$ cat src/rtl/bus_mux_arb.sv
// Handshaked N-to-1 bus multiplexer with a one-word registered output stage.
// The default build selects the channel given by S; define BUS_MUX_RR_EN to select by round-robin arbitration over in_valid.
module bus_mux_arb #(
  parameter int WIDTH = 16,
  parameter int NCH   = 4,
  parameter int SELW  = 2
) (
  input  logic                  Clock,
  input  logic                  Resetn,
  input  logic [SELW-1:0]       S,
  input  logic [NCH*WIDTH-1:0]  in_data,
  input  logic [NCH-1:0]        in_valid,
  output logic [NCH-1:0]        in_ready,
  output logic [WIDTH-1:0]      Q,
  output logic                  Q_valid,
  input  logic                  Q_ready,
  output logic [SELW-1:0]       Q_ch
);

  typedef enum logic {EMPTY = 1'b0, FULL = 1'b1} state_t;

  state_t            state_q, state_d;
  logic [WIDTH-1:0]  data_q, data_d;
  logic [SELW-1:0]   ch_q, ch_d;

  logic [WIDTH-1:0]  chan [NCH];
  logic [SELW-1:0]   grant;
  logic              grant_vld;
  logic              can_accept;
  logic              xfer;

  generate
    for (genvar gi = 0; gi < NCH; gi++) begin : g_chan
      assign chan[gi]     = in_data[gi*WIDTH +: WIDTH];
      assign in_ready[gi] = grant_vld && can_accept && (grant == SELW'(gi));
    end
  endgenerate

`ifdef BUS_MUX_RR_EN
  logic [SELW-1:0] ptr_q, ptr_d;
  logic [SELW:0]   idx;

  // First valid channel at or above the pointer, wrapping at NCH.
  always_comb begin
    grant     = '0;
    grant_vld = 1'b0;
    idx       = '0;
    for (int i = 0; i < NCH; i++) begin
      idx = {1'b0, ptr_q} + (SELW+1)'(i);
      if (idx >= (SELW+1)'(NCH)) idx = idx - (SELW+1)'(NCH);
      if (!grant_vld && in_valid[idx[SELW-1:0]]) begin
        grant     = idx[SELW-1:0];
        grant_vld = 1'b1;
      end
    end
  end

  always_comb begin
    ptr_d = ptr_q;
    if (xfer) ptr_d = (grant == SELW'(NCH-1)) ? '0 : grant + SELW'(1);
  end
`else
  assign grant     = S;
  assign grant_vld = ({1'b0, S} < (SELW+1)'(NCH));
`endif

  assign can_accept = (state_q == EMPTY) || Q_ready;
  assign xfer       = grant_vld && can_accept && in_valid[grant];

  always_comb begin
    state_d = state_q;
    data_d  = data_q;
    ch_d    = ch_q;
    if (xfer) begin
      state_d = FULL;
      data_d  = chan[grant];
      ch_d    = grant;
    end else if (state_q == FULL && Q_ready) begin
      state_d = EMPTY;
    end
  end

  always_ff @(posedge Clock or negedge Resetn) begin
    if (!Resetn) begin
      state_q <= EMPTY;
      data_q  <= '0;
      ch_q    <= '0;
`ifdef BUS_MUX_RR_EN
      ptr_q   <= '0;
`endif
    end else begin
      state_q <= state_d;
      data_q  <= data_d;
      ch_q    <= ch_d;
`ifdef BUS_MUX_RR_EN
      ptr_q   <= ptr_d;
`endif
    end
  end

  assign Q       = data_q;
  assign Q_ch    = ch_q;
  assign Q_valid = (state_q == FULL);

endmodule

$ cat config.mk
export PLATFORM = sky130hd
export DESIGN_NAME = bus_mux_arb
export DESIGN_NICKNAME = d
export VERILOG_FILES = /design/src/rtl/bus_mux_arb.sv
export SDC_FILE = /design/constraint.sdc
export NUM_CORES = 1
export LEC_CHECK = 0
export CORE_MARGIN = 2
export CORE_UTILIZATION = 35
export CTS_BUF_LIST = sky130_fd_sc_hd__clkbuf_4
export CTS_CLUSTER_SIZE = 20
export DETAILED_ROUTE_END_ITERATION = 16
export GPL_TIMING_DRIVEN = 0
export MAX_ROUTING_LAYER = met4
export PLACE_DENSITY = 0.86
export SLEW_MARGIN = 0
export SYNTH_ARGS = -nofsm -noshare
export SYNTH_HDL_FRONTEND = slang
export SYNTH_SLANG_ARGS = --single-unit
$ cat constraint.sdc
create_clock -name Clock -period 2.55 [get_ports Clock]
set_clock_uncertainty 0.2 [all_clocks]
set_input_delay 0.255 -clock Clock [delete_from_list [all_inputs] [get_ports Clock]]
set_output_delay 0.255 -clock Clock [all_outputs]
set_load 0.03 [all_outputs]
# After elaboration in Yosys (flattened, before gate mapping)
# Index checks and enable logic that the tools add are counted.
dict set report op_classes {
  n_lt_le_gt_ge 2
  eq_ne 3
  n_mux 7
  bitwise_logic 2
  reduce_logical 9
}
# operator count
set ops {}
lappend ops {{binary-select mux 16 bit (select 2 bit)} 1}
lappend ops {{two-way mux 16 bit} 2}
lappend ops {{logical AND 1 bit} 6}
lappend ops {{== test 2 bit (second input constant)} 2}
lappend ops {{greater-or-equal comparator 3 bit (second input constant)} 1}
lappend ops {{< comparator 2 x 3 -> 1 bit (second input constant)} 1}
lappend ops {{two-way mux 1 bit} 3}
lappend ops {{inverter 2 -> 3 bit} 1}
lappend ops {{binary-select mux 1 bit (select 2 bit)} 1}
lappend ops {{== test 2 x 1 -> 1 bit (second input constant)} 1}
lappend ops {{zero test 2 bit} 1}
lappend ops {{nonzero test 2 bit} 1}
lappend ops {{logical OR 1 bit} 1}
lappend ops {{inverter 1 bit} 1}
dict set report totals {
  reg_bits 19
  inputBits 73
  output_inout_bits 23
  elab_cells 26
}

# Logic depth before layout (Yosys ltp)
dict set report logic_depth {
  ltp_word 4
  ltp_mapped 7
  ltp_nobuf 4
}

# Least setup slack after synthesis
# No wires, ideal clock.
dict set report synth_path {
  path_kind {register to register}
  start {register state_q (netlist: Q_valid)}
  end {register data_q[10] (netlist: Q[10])}
  setup_ps 125
  arrival_time_ps 1610
  required_ps 2225
  slack_ps 615
  path_stages_with_launch 7
  n_path_buf 2
  synth_period_minus_slack_ps 1935
  cell_sequence {dfrtp_1 -> and2b_1 -> nor3_2 -> o21ba_2 -> buf_6 -> buf_12 -> mux2_4}
}
dict set report synth_via {
  elab_chain_len 3
}
# element line
set synth_lines {}
lappend synth_lines {{start: declaration} 22} ;# state_t state_q, state_d;
lappend synth_lines {{start signal: assignment} 92} ;# state_q <= state_d;
lappend synth_lines {{inverter 1 bit} 67} ;# assign can_accept = (state_q == EMPTY) || Q_ready;
lappend synth_lines {{logical OR 1 bit} 67}
lappend synth_lines {{logical AND 1 bit} 68} ;# assign xfer = grant_vld && can_accept && in_valid[grant];
lappend synth_lines {{end signal: assignment} 93} ;# data_q <= data_d;
lappend synth_lines {{end: declaration} 23} ;# logic [WIDTH-1:0] data_q, data_d;
# No other way between the ends.
# A chain may end at the register's enable or synchronous reset.

# Worst setup path in the final report
dict set report layout_path {
  start {input S[0]}
  end {output in_ready[3]}
}
dict set report layout_via {
  elab_chain_len 2
}
# element line
set layout_lines {}
lappend layout_lines {{start: declaration} 10} ;# input logic [SELW-1:0] S,
lappend layout_lines {{== test 2 bit} 35} ;# assign in_ready[gi] = grant_vld && can_accept && (grant == SELW'(gi));
lappend layout_lines {{logical AND 1 bit} 35}
lappend layout_lines {{end: declaration} 13} ;# output logic [NCH-1:0] in_ready,
# No other way between the ends.

==> flow_metrics.py <==
metrics = {
    "cells_and_area": {
        "fin_cells": 219,
        "drive_above_1_share_pct": 25.4,
        "fin_area_um2": 2260,
        "n_antenna_cell": 0,
        "fillCellCount": 276,
        "multi_input_area_um2": 694,
        "regArea_um2": 475,
        "fin_nets": 247,
        "area_growth_pct": 83.6,
    },
    "logic_synthesis": {
        "synth_edf_count": 0,
        "async_flop_share_pct": 100,
        "synthesis.nets": 148,
        "yosys.area.top_type": "dfrtp_1",
        "ys_top_cells_by_area": "dfrtp_1 (39%), mux4_2 (29%), mux2_4 (12%)",
        "syn_area_um2": 1230,
        "avgSynthCellArea_um2": 16.4,
        "synth.distinct_cells": 23,
        "synthTopCellsByCount": "dfrtp_1 (19), mux4_2 (16), mux2_4 (10)",
        "syn_inst": 75,
        "synthFlopType": "dfrtp_1",
        "yosysTopAreaCellShare_pct": 38.7,
        "synth_seq_area_share_pct": 38.7,
        "ys.warnings.count": 0,
        "synth.ff_latch_count": 19,
        "yosysMostFrequentCell": "dfrtp_1",
    },
    "grt": {
        "overflow": 0,
        "gr-usage-all-layers_pct": 18.9,
        "grt_pass1_wl_um": 5590,
        "grt_max_degree": 20,
        "grt_antenna_before_repair": 0,
        "grt_pass1_vias": 1163,
    },
    "sta": {
        "post-route-period-util_pct": 95.6,
        "finalSetupTns_ns": 0,
        "hold_viol": 0,
        "timing.fmax_ghz": 0.410,
        "drv_slew": 0,
        "setup_slack_ns": 0.112,
        "tightest_slew_ns": 0.854,
        "rsz0062_at_grt": "false",
        "fin_crit_ns": 2.44,
        "slew_headroom_pct": 42.9,
        "setup_viol": 0,
    },
    "placement": {
        "dp_hpwl_um": 3090,
        "io_buffers": 94,
        "dp_cells": 215,
        "post-place-ws_ns": 0.0954,
        "placed_area_um2": 2230,
        "gp_congestion": 0.738,
    },
    "floorplanning": {
        "fp.dieH_um": 63.3,
        "start_util_pct": 36.6,
        "fp.dieW_um": 63.3,
        "core_area_um2": 3360,
        "io_pins": 96,
        "row_count": 21,
        "dieArea_um2": 4000,
    },
    "job": {
        "maxCapViolations": 0,
    },
    "drt": {
        "vias_per_cell": 4.91,
        "wl_um": 3590,
        "dr.pass1.iters": 3,
        "ant_nets": 0,
        "drc_errors": 0,
        "dr_total_vias": 1076,
        "drt_iter0_markers": 29,
        "wl_per_cell_um": 16.4,
    },
    "clock_tree": {
        "cts_resized": 0,
        "postCtsSetupRepairBufs": 0,
        "clock-sinks": 19,
        "htreeDepth": 1,
        "cts_tree": "built",
        "postCtsHoldBufs": 0,
        "cts_buffers": 3,
        "cts.clk_slew.worst_paths_ns": 0.10,
        "cts-root-buf": "clkbuf_4",
        "cts_buffer_depth": 2,
        "worstSkewPairLatency_ns": 0.29,
    },
    "power": {
        "p_per_area_nw_per_um2": 549,
        "total_power_mw": 1.24,
        "p_leak_nw": 0.910,
        "peakVddDrop_mv": 0.292,
    },
    "critical_path": {
        "worstPathRequired_ns": 2.10,
        "crit_fanout": 10,
        "worstSetupEndpointType": "output pin",
        "worstPathArrival_ns": 1.98,
        "critPathLaunchType": "input port",
        "crit_type": "input port to output pin",
    },
    "hold_path": {
        "hold_path_class": "input port to flip-flop",
    },
    "outcome": {
        "status": "finished, final reports clean",
    },
}
[registers in the layout, indices dropped and copies added (netlist names)]
| register | count |
|---|---|
| Q | 16 |
| Q_ch | 2 |
| Q_valid | 1 |
[critical path, stage by stage]
cell	delay [ns]
clkdlybuf4s50_1	0.58
buf_2	0.30
and3_1	0.19
clkdlybuf4s50_1	0.66
[where the power goes]
group / internal, mW / leakage (nW) / switching, mW
clock: 0.0714 / 0.0184 / 0.0875
sequential: 0.378 / 0.221 / 0.0414
combinational: 0.373 / 0.671 / 0.289
total: 0.822 / 0.910 / 0.418
[placed cells by master (no fill, tap or decap), drive strengths merged]
cell type	count
clkdlybuf4s50	94
dfrtp	19
mux2	17
mux4	16
clkbuf	6
buf	5
nand2	2
mux2i	2
nor3	2
nand2b	1
nor2	1
and2b	1
nor3b	1
and3	1
o21ba	1
or2b	1
a21o	1
inv	1
o22ai	1
[layer usage]
layer	share of wire [%]	vias up	wire length, um	global-route usage [%]
li1	-	499	-	-
met1	36	523	1300	19.8
met2	55	48	1990	34.8
met3	6.8	6	243	5.89
met4	1.6	0	59	3.80
met5	0	-	0	-
[metrics by stage]
step	hold slack, ns	utilization [%]
after floorplan	-0.241	-
after global routing	0.203	67.2
after detailed placement	0.293	66.3
final	0.214	67.2
after global placement	0.290	66.3
after CTS	0.206	67.2
[path summary, 6_finish.rpt]
check	startpoint	slack, ns	endpoint	depth (start not counted)
worst max-delay path	S[0]	0.11	in_ready[3]	4
min in group asynchronous	Resetn	0.24	Q[6]	1
max in group asynchronous	Resetn	1.38	Q_valid	1
worst min-delay path	S[1]	0.21	Q_ch[0]	3
worst max register to register	Q_valid	0.66	Q[5]	6
worst min register to register	Q_ch[1]	0.31	Q_ch[1]	1
[layout make-up]
class	instances	share of cell area (%)
tap	46	2.55
clock buffer	4	1.33
multi-input combinational	48	30.7
buffer	7	2.49
sequential	19	21.1
inverter	1	0.166
timing repair buffer	94	41.7
[cell families (layout without fill, tap and decap cells)]
| logic type | after synthesis | after routing | synth area share, % |
|---|---|---|---|
| AOI/OAI and AO/OA | 3 | 3 | 1.93 |
| muxes | 35 | 35 | 49.5 |
| buffers and inverters | 8 | 106 | 4.88 |
| and+or+nand+nor | 10 | 10 | 4.99 |
| DFF | 19 | 19 | 38.7 |
No activity file was read; power rests on OpenSTA's default activity.
